--- src/rtl/fir_tap_arbiter.sv ---
// fir_tap_arbiter: shares the single-port tap-coefficient BRAM between the AXI-Lite host and the FIR engine
// Ports:
//   axis_clk, axis_rst_n            clock, asynchronous active-low reset
//   h_req/h_we/h_addr/h_wdata       host request by byte address (h_we=0 is a read)
//   h_gnt/h_rvalid/h_rdata/h_err    host grant, read return, out-of-window error
//   e_req/e_idx/e_lock              engine read request by tap index, burst lock
//   e_gnt/e_rvalid/e_rdata          engine grant and read return
//   tap_EN/tap_WE/tap_A/tap_Di      BRAM command, driven combinationally from the winner
//   tap_Do                          BRAM read data, one cycle after the address
// Optional: define FIR_TAP_ARB_STARVE_GUARD_EN to force a host grant after MAX_WAIT blocked cycles.
module fir_tap_arbiter #(
  parameter int pADDR_WIDTH = 12,
  parameter int pDATA_WIDTH = 32,
  parameter int Tape_Num    = 11,
  parameter int TAP_BASE    = 'h20,
  parameter int MAX_WAIT    = 8
) (
  input  logic                   axis_clk,
  input  logic                   axis_rst_n,
  input  logic                   h_req,
  input  logic [3:0]             h_we,
  input  logic [pADDR_WIDTH-1:0] h_addr,
  input  logic [pDATA_WIDTH-1:0] h_wdata,
  output logic                   h_gnt,
  output logic                   h_rvalid,
  output logic [pDATA_WIDTH-1:0] h_rdata,
  output logic                   h_err,
  input  logic                   e_req,
  input  logic [3:0]             e_idx,
  input  logic                   e_lock,
  output logic                   e_gnt,
  output logic                   e_rvalid,
  output logic [pDATA_WIDTH-1:0] e_rdata,
  output logic                   tap_EN,
  output logic [3:0]             tap_WE,
  output logic [pADDR_WIDTH-1:0] tap_A,
  output logic [pDATA_WIDTH-1:0] tap_Di,
  input  logic [pDATA_WIDTH-1:0] tap_Do
);
  localparam logic [0:0] NONE          = 1'b0;
  localparam logic [0:0] ENGINE_LOCKED = 1'b1;
  localparam logic [pADDR_WIDTH-1:0] WIN_LO = pADDR_WIDTH'(TAP_BASE);
  localparam logic [pADDR_WIDTH-1:0] WIN_HI = pADDR_WIDTH'(TAP_BASE + 4 * (Tape_Num - 1));
  logic [0:0] owner;
  logic       rd_pend_h, rd_pend_e;
  logic [1:0] err_pend;
  logic       hr, er, h_force, e_win, h_win, e_oor, h_oor, h_rd, e_bram, h_bram;
  // requests are masked in reset so every output, combinational ones included, reads 0
  assign hr = h_req & axis_rst_n;
  assign er = e_req & axis_rst_n;
`ifdef FIR_TAP_ARB_STARVE_GUARD_EN
  localparam int WW = $clog2(MAX_WAIT + 1);
  logic [WW-1:0] wait_cnt;
  assign h_force = hr && wait_cnt == WW'(MAX_WAIT);
  always_ff @(posedge axis_clk or negedge axis_rst_n)
    if (!axis_rst_n) wait_cnt <= '0;
    else wait_cnt <= (!hr || h_gnt) ? '0 : h_force ? wait_cnt : wait_cnt + 1'b1;
`else
  // no guard: MAX_WAIT < 0 never holds, so the host is never forced
  assign h_force = hr && (MAX_WAIT < 0);
`endif
  assign e_oor  = 32'(e_idx) >= Tape_Num;
  assign h_oor  = h_addr < WIN_LO || h_addr > WIN_HI || h_addr[1:0] != 2'b00;
  assign h_rd   = h_we == 4'h0;
  // a forced host grant steals one cycle from the engine without dropping its lock
  assign e_win  = er && !h_force;
  assign h_win  = hr && !e_win && (owner == NONE || h_force);
  assign e_bram = e_win && !e_oor;
  assign h_bram = h_win && !h_oor;
  assign e_gnt  = e_win;
  assign h_gnt  = h_win;
  assign tap_EN = e_bram || h_bram;
  assign tap_WE = h_bram ? h_we : 4'h0;
  assign tap_A  = e_bram ? pADDR_WIDTH'({e_idx, 2'b00}) : h_bram ? h_addr - WIN_LO : '0;
  assign tap_Di = h_bram ? h_wdata : '0;
  assign h_rvalid = rd_pend_h;
  assign e_rvalid = rd_pend_e;
  assign h_rdata  = rd_pend_h && !err_pend[0] ? tap_Do : '0;
  assign e_rdata  = rd_pend_e && !err_pend[1] ? tap_Do : '0;
  assign h_err    = (h_win && !h_rd && h_oor) || (rd_pend_h && err_pend[0]);
  always_ff @(posedge axis_clk or negedge axis_rst_n)
    if (!axis_rst_n) begin
      owner     <= NONE;
      rd_pend_h <= 1'b0;
      rd_pend_e <= 1'b0;
      err_pend  <= 2'b00;
    end else begin
      owner     <= owner == NONE ? (e_win && e_lock ? ENGINE_LOCKED : NONE)
                                 : (er && e_lock ? ENGINE_LOCKED : NONE);
      rd_pend_e <= e_win;
      rd_pend_h <= h_win && h_rd;
      err_pend  <= {e_win && e_oor, h_win && h_rd && h_oor};
    end
endmodule

--- config.mk ---
export PLATFORM = sky130hd
export DESIGN_NAME = fir_tap_arbiter
export DESIGN_NICKNAME = d
export VERILOG_FILES = /design/src/rtl/fir_tap_arbiter.sv
export SDC_FILE = /design/constraint.sdc
export NUM_CORES = 1
export LEC_CHECK = 0
export CAP_MARGIN = 40
export CORE_AREA = 2 2 79 81
export CTS_CLUSTER_DIAMETER = 100
export DETAILED_ROUTE_END_ITERATION = 12
export DIE_AREA = 0 0 81 83
export PLACE_DENSITY = 0.87
export SETUP_SLACK_MARGIN = 0.02
export SYNTH_ARGS = -nofsm -noshare
export SYNTH_HDL_FRONTEND = slang
export SYNTH_SLANG_ARGS = --single-unit
--- constraint.sdc ---
create_clock -name axis_clk -period 4.92 [get_ports axis_clk]
set_input_delay 0.984 -clock axis_clk [delete_from_list [all_inputs] [get_ports axis_clk]]
set_output_delay 0.984 -clock axis_clk [all_outputs]
set_load 0.03 [all_outputs]
# After elaboration in Yosys (flattened, before gate mapping)
# Cells that the tools add are included.
dict set report totals {
  register_bits 5
  in_bits 89
  wordCells 43
  output_inout_bits 118
}
dict set report op_classes {
  magnitude_cmp 3
  n_reduce_logical 25
  muxes 7
  add_sub_neg 1
  bitwise 3
}
# cell n
set ops {}
lappend ops {{$mux 32} 3}
lappend ops {{$mux 12} 2}
lappend ops {{$logic_and 1x1->1} 13}
lappend ops {{$gt 12x7->1 const B} 1}
lappend ops {{$lt 12x6->1 const B} 1}
lappend ops {{$sub 12x6->12 const B} 1}
lappend ops {{$logic_not 1->1} 6}
lappend ops {{$ge 4x4->1 const B} 1}
lappend ops {{$logic_not 4->1} 1}
lappend ops {{$logic_or 1x1->1} 4}
lappend ops {{$mux 4} 1}
lappend ops {{$and 1x1->1} 2}
lappend ops {{$reduce_bool 2->1} 1}
lappend ops {{$mux 1} 1}
lappend ops {{$not 1->1} 1}

# Logic depth before layout (Yosys ltp)
dict set report logic_depth {
  word_depth 7
  ltp_mapped 6
  mapped_depth_nobuf 5
}

# Least setup slack after synthesis
# Ideal clock, no wire load.
dict set report synth_path {
  kind {input -> output}
  start {input port e_req}
  end {output port tap_A[2]}
  t_arrival_ns 3.150
  path_stages 3
  slack_ns 0.786
  t_required_ns 3.936
  n_path_buf 0
  path_cell_list {nor3_1 > nand3_1 > o31ai_1}
}
dict set report synth_via {
  elab_chain_len 7
  word_cells_on_any_way 8
  cone_classes {2 x mux; 1 x bitwise; 5 x reduce/logical}
}
# item line_no
set synth_rtl {}
lappend synth_rtl {{start, declared} 28} ;# input logic e_req,
lappend synth_rtl {{$and 1x1->1 *} 50} ;# assign er = e_req & axis_rst_n;
lappend synth_rtl {{$logic_not 1->1} 67} ;# assign h_win = hr && !e_win && (owner == NONE || h_force);
lappend synth_rtl {{$logic_and 1x1->1 (2 in series)} 67}
lappend synth_rtl {{$logic_and 1x1->1} 69} ;# assign h_bram = h_win && !h_oor;
lappend synth_rtl {{$mux 12} 74} ;# assign tap_A = e_bram ? pADDR_WIDTH'({e_idx, 2'b00}) : h_bram ? h_addr - WIN_LO : '0;
lappend synth_rtl {{$mux 12 *} 74}
lappend synth_rtl {{end, declared} 36} ;# output logic [pADDR_WIDTH-1:0] tap_A,
# Every way passes the cells marked *; elsewhere a longest branch is shown, timed or not.

# Worst setup path after layout
dict set report layout_path {
  start {input port axis_rst_n}
  end {output port tap_Di[10]}
}
dict set report layout_via {
  elab_chain_len 6
  word_cells_on_any_way 7
  cone_classes {1 x mux; 2 x bitwise; 4 x reduce/logical}
}
# item line_no
set layout_rtl {}
lappend layout_rtl {{start, declared} 19} ;# input logic axis_rst_n,
lappend layout_rtl {{$and 1x1->1} 50}
lappend layout_rtl {{$logic_not 1->1} 67}
lappend layout_rtl {{$logic_and 1x1->1 * (2 in series)} 67}
lappend layout_rtl {{$logic_and 1x1->1 *} 69}
lappend layout_rtl {{$mux 32 *} 75} ;# assign tap_Di = h_bram ? h_wdata : '0;
lappend layout_rtl {{end, declared} 37} ;# output logic [pDATA_WIDTH-1:0] tap_Di,
# Marked as above.

==> metrics <==
Reg clk slew, reported paths=about 0.030 ns; first-pass GRT wire length=8.49 mm; # clock sinks=5; DP Worst Slack=0.450 ns; core footprint=5820 um^2; max_cap viols=0; fin cells=440; worst hold slack=0.627 ns; Hold Buf Count CTS=0; post-synth cell types=24; DIE AREA=6720 um^2; IO buf count=between 200 and 250; final setup margin=0.470 ns; register bit total from synthesis=5; most common cell in the netlist=and2_1; hold path cells=2; worst-margin pin slew=0.595 ns; asr flop ratio synth=1.00; vias per cell=between 4 and 5; fin crit share=0.905; Initial Util=0.192; Total Negative Setup Slacks=0 ns; CP arrival=3.47 ns; Post-synth EDFFs=0; cell mode on critical path=clkdlybuf4s50_1; CTS tree=yes; vias in the first global route=1762; Final Slew Violations=0; maximum clock path buffer count=2; status=completed; Seq/Total Area, Yosys=0.112; Synth area leader=and2_1; critical path launch point type=primary input; Worst Skew=0.000789 ns; maximum vdd drop=about 0.076 mV; Final GP Congestion=0.838; Final #Nets=456; boundary pin count=207; Detail Route Antenna Nets=0; Fillers=539; num rows=28; CP peak stage delay=0.70 ns; initial antenna violation count=1; Routed WL=roughly 6 mm; Max-slew headroom=0.603; drt first pass iters=4; Post-synth top cells=102 x and2_1, 8 x nand2_1, 7 x inv_1; grt total ovfl=0; DRT iter0 DRCs=31; vias post-DR=1794; FMAX=between 0.2 and 0.25 GHz; Worst-Skew Late Latency=0.22 ns; Warnings, synthesis=0; Slowest-stage cell, CP=clkdlybuf4s50_1; clock root buffer=clkbuf_8; die height=83 um; Synth Cell Area=1120 um^2; top cell type's share of synthesized area=0.572; DRC=0; H-tree levels=1; Min-Delay Path Class=flip-flop to flip-flop; Antenna Cells=0; Worst setup EP type=output port; Leak Pwr=1.29 nW; CTS Buf Count=3; Die W=between 80 and 90 um; WS Path Type=primary input to output port; critical path cell sequence=clkdlybuf4s50_1 -> nand2_1 -> nor3_1 -> and3_1 -> buf_4 -> and2_1 -> clkdlybuf4s50_1; placed insts=436; CP Data Required Time=3.94 ns; Crit Path Max Fanout=36; Hold Violations, Final=0; RSZ-0062 raised after global routing=false; GRT Util Overall=0.158; Post-synth top flop=dfrtp_1; Design Area, Final=3220 um^2; setup bufs post-CTS=0; post-CTS sizing=0; Area after DPL=3170 um^2; cells on worst reg2reg path=3; endpoints failing setup=0; DP HPWL=just over 5 mm; area delta synth->final=188%; share of layout cells above drive strength 1=0.0247; setup slack, reg-to-reg=3.78 ns; routed len/inst=13.3 um; pin count of the biggest net entering global routing=37; pwr/cell area=86.8 nW/um^2; largest cells by area after synthesis=and2_1 57%, dfrtp_1 11%, buf_4 3.4%; post-synthesis cell count=167; minimum clock period=4.45 ns; mean post-synth cell area=around 6.7 um^2
[cell families (layout without fill, tap and decap cells)]
logic type / count (synthesis) / count (layout) / synth area share
XOR/XNOR: 1 / 1 / 0.00785
adder cells (fa/ha/maj): 1 / 1 / 0.0112
buffers and inverters: 21 / 216 / 0.108
AND/OR/NAND/NOR: 129 / 129 / 0.692
other: 1 / 4 / 0.00336
AO/OA/AOI/OAI: 9 / 9 / 0.0661
flip-flops: 5 / 5 / 0.112
[metal layers]
| metal | up-vias | share of wire | wire length, um | track usage |
|---|---|---|---|---|
| met5 | - | 0.0022 | 13 | 0 |
| met4 | 2 | 0.014 | 80 | 0.0447 |
| met3 | 10 | 0.12 | 700 | 0.0641 |
| met2 | 106 | 0.51 | 2980 | 0.294 |
| met1 | 770 | 0.35 | 2050 | 0.157 |
| li1 | 906 | - | - | - |
[final timing paths]
kind / from / to
min reg2reg: owner / h_rvalid
min in group asynchronous: axis_rst_n / e_rvalid
max reg2reg: owner / err_pend[0]
max: axis_rst_n / tap_Di[10]
min: owner / h_rvalid
max in group asynchronous: axis_rst_n / h_rvalid
[layout make-up]
cell class	instances	area (um^2)	share of cell area
multi-input cells	144	882	0.274
flip-flops and latches	5	125	0.0389
well taps	75	93.8	0.0292
clock buffers	4	45.0	0.0140
inverters	7	26.3	0.00817
repair buffers	205	2040	0.636
[layout by cell type, fill, tap and decap left out, types with 2 or more instances in the layout]
cell               n
nand3_1            2
o31ai_1            4
buf_4              3
nor2_1             6
clkbuf_8           3
and2_1           102
nor4_1             2
clkdlybuf4s50_1  202
nand2_1            8
nor3_1             2
nor2b_1            2
inv_1              7
conb_1             4
and3_1             3
dfrtp_1            5
[state kept, by name, summed over array words and instances, names as in the netlist]
name and flops:
err_pend 2, e_rvalid 1, h_rvalid 1, owner 1
[power breakdown]
group	internal [mW]	switching, mW	total [mW]
clock	0.0555	0.0186	0.0741
combinational	0.0956	0.0665	0.162
sequential	0.0425	0.000453	0.0429
[per-stage QoR]
stage          utilization  total power [mW]
2_1_floorplan            -             0.101
3_3_place_gp         0.545             0.205
3_5_place_dp         0.545             0.206
4_1_cts              0.553             0.281
5_1_grt              0.553             0.296
6_report             0.553             0.279
[worst max-delay path, delay by kind of cell]
kind | cells | cell delay, ns
buffers and inverters | 3 | 1.61
AND/OR/NAND/NOR | 4 | 0.86
No activity file was read; power rests on OpenSTA's default activity.
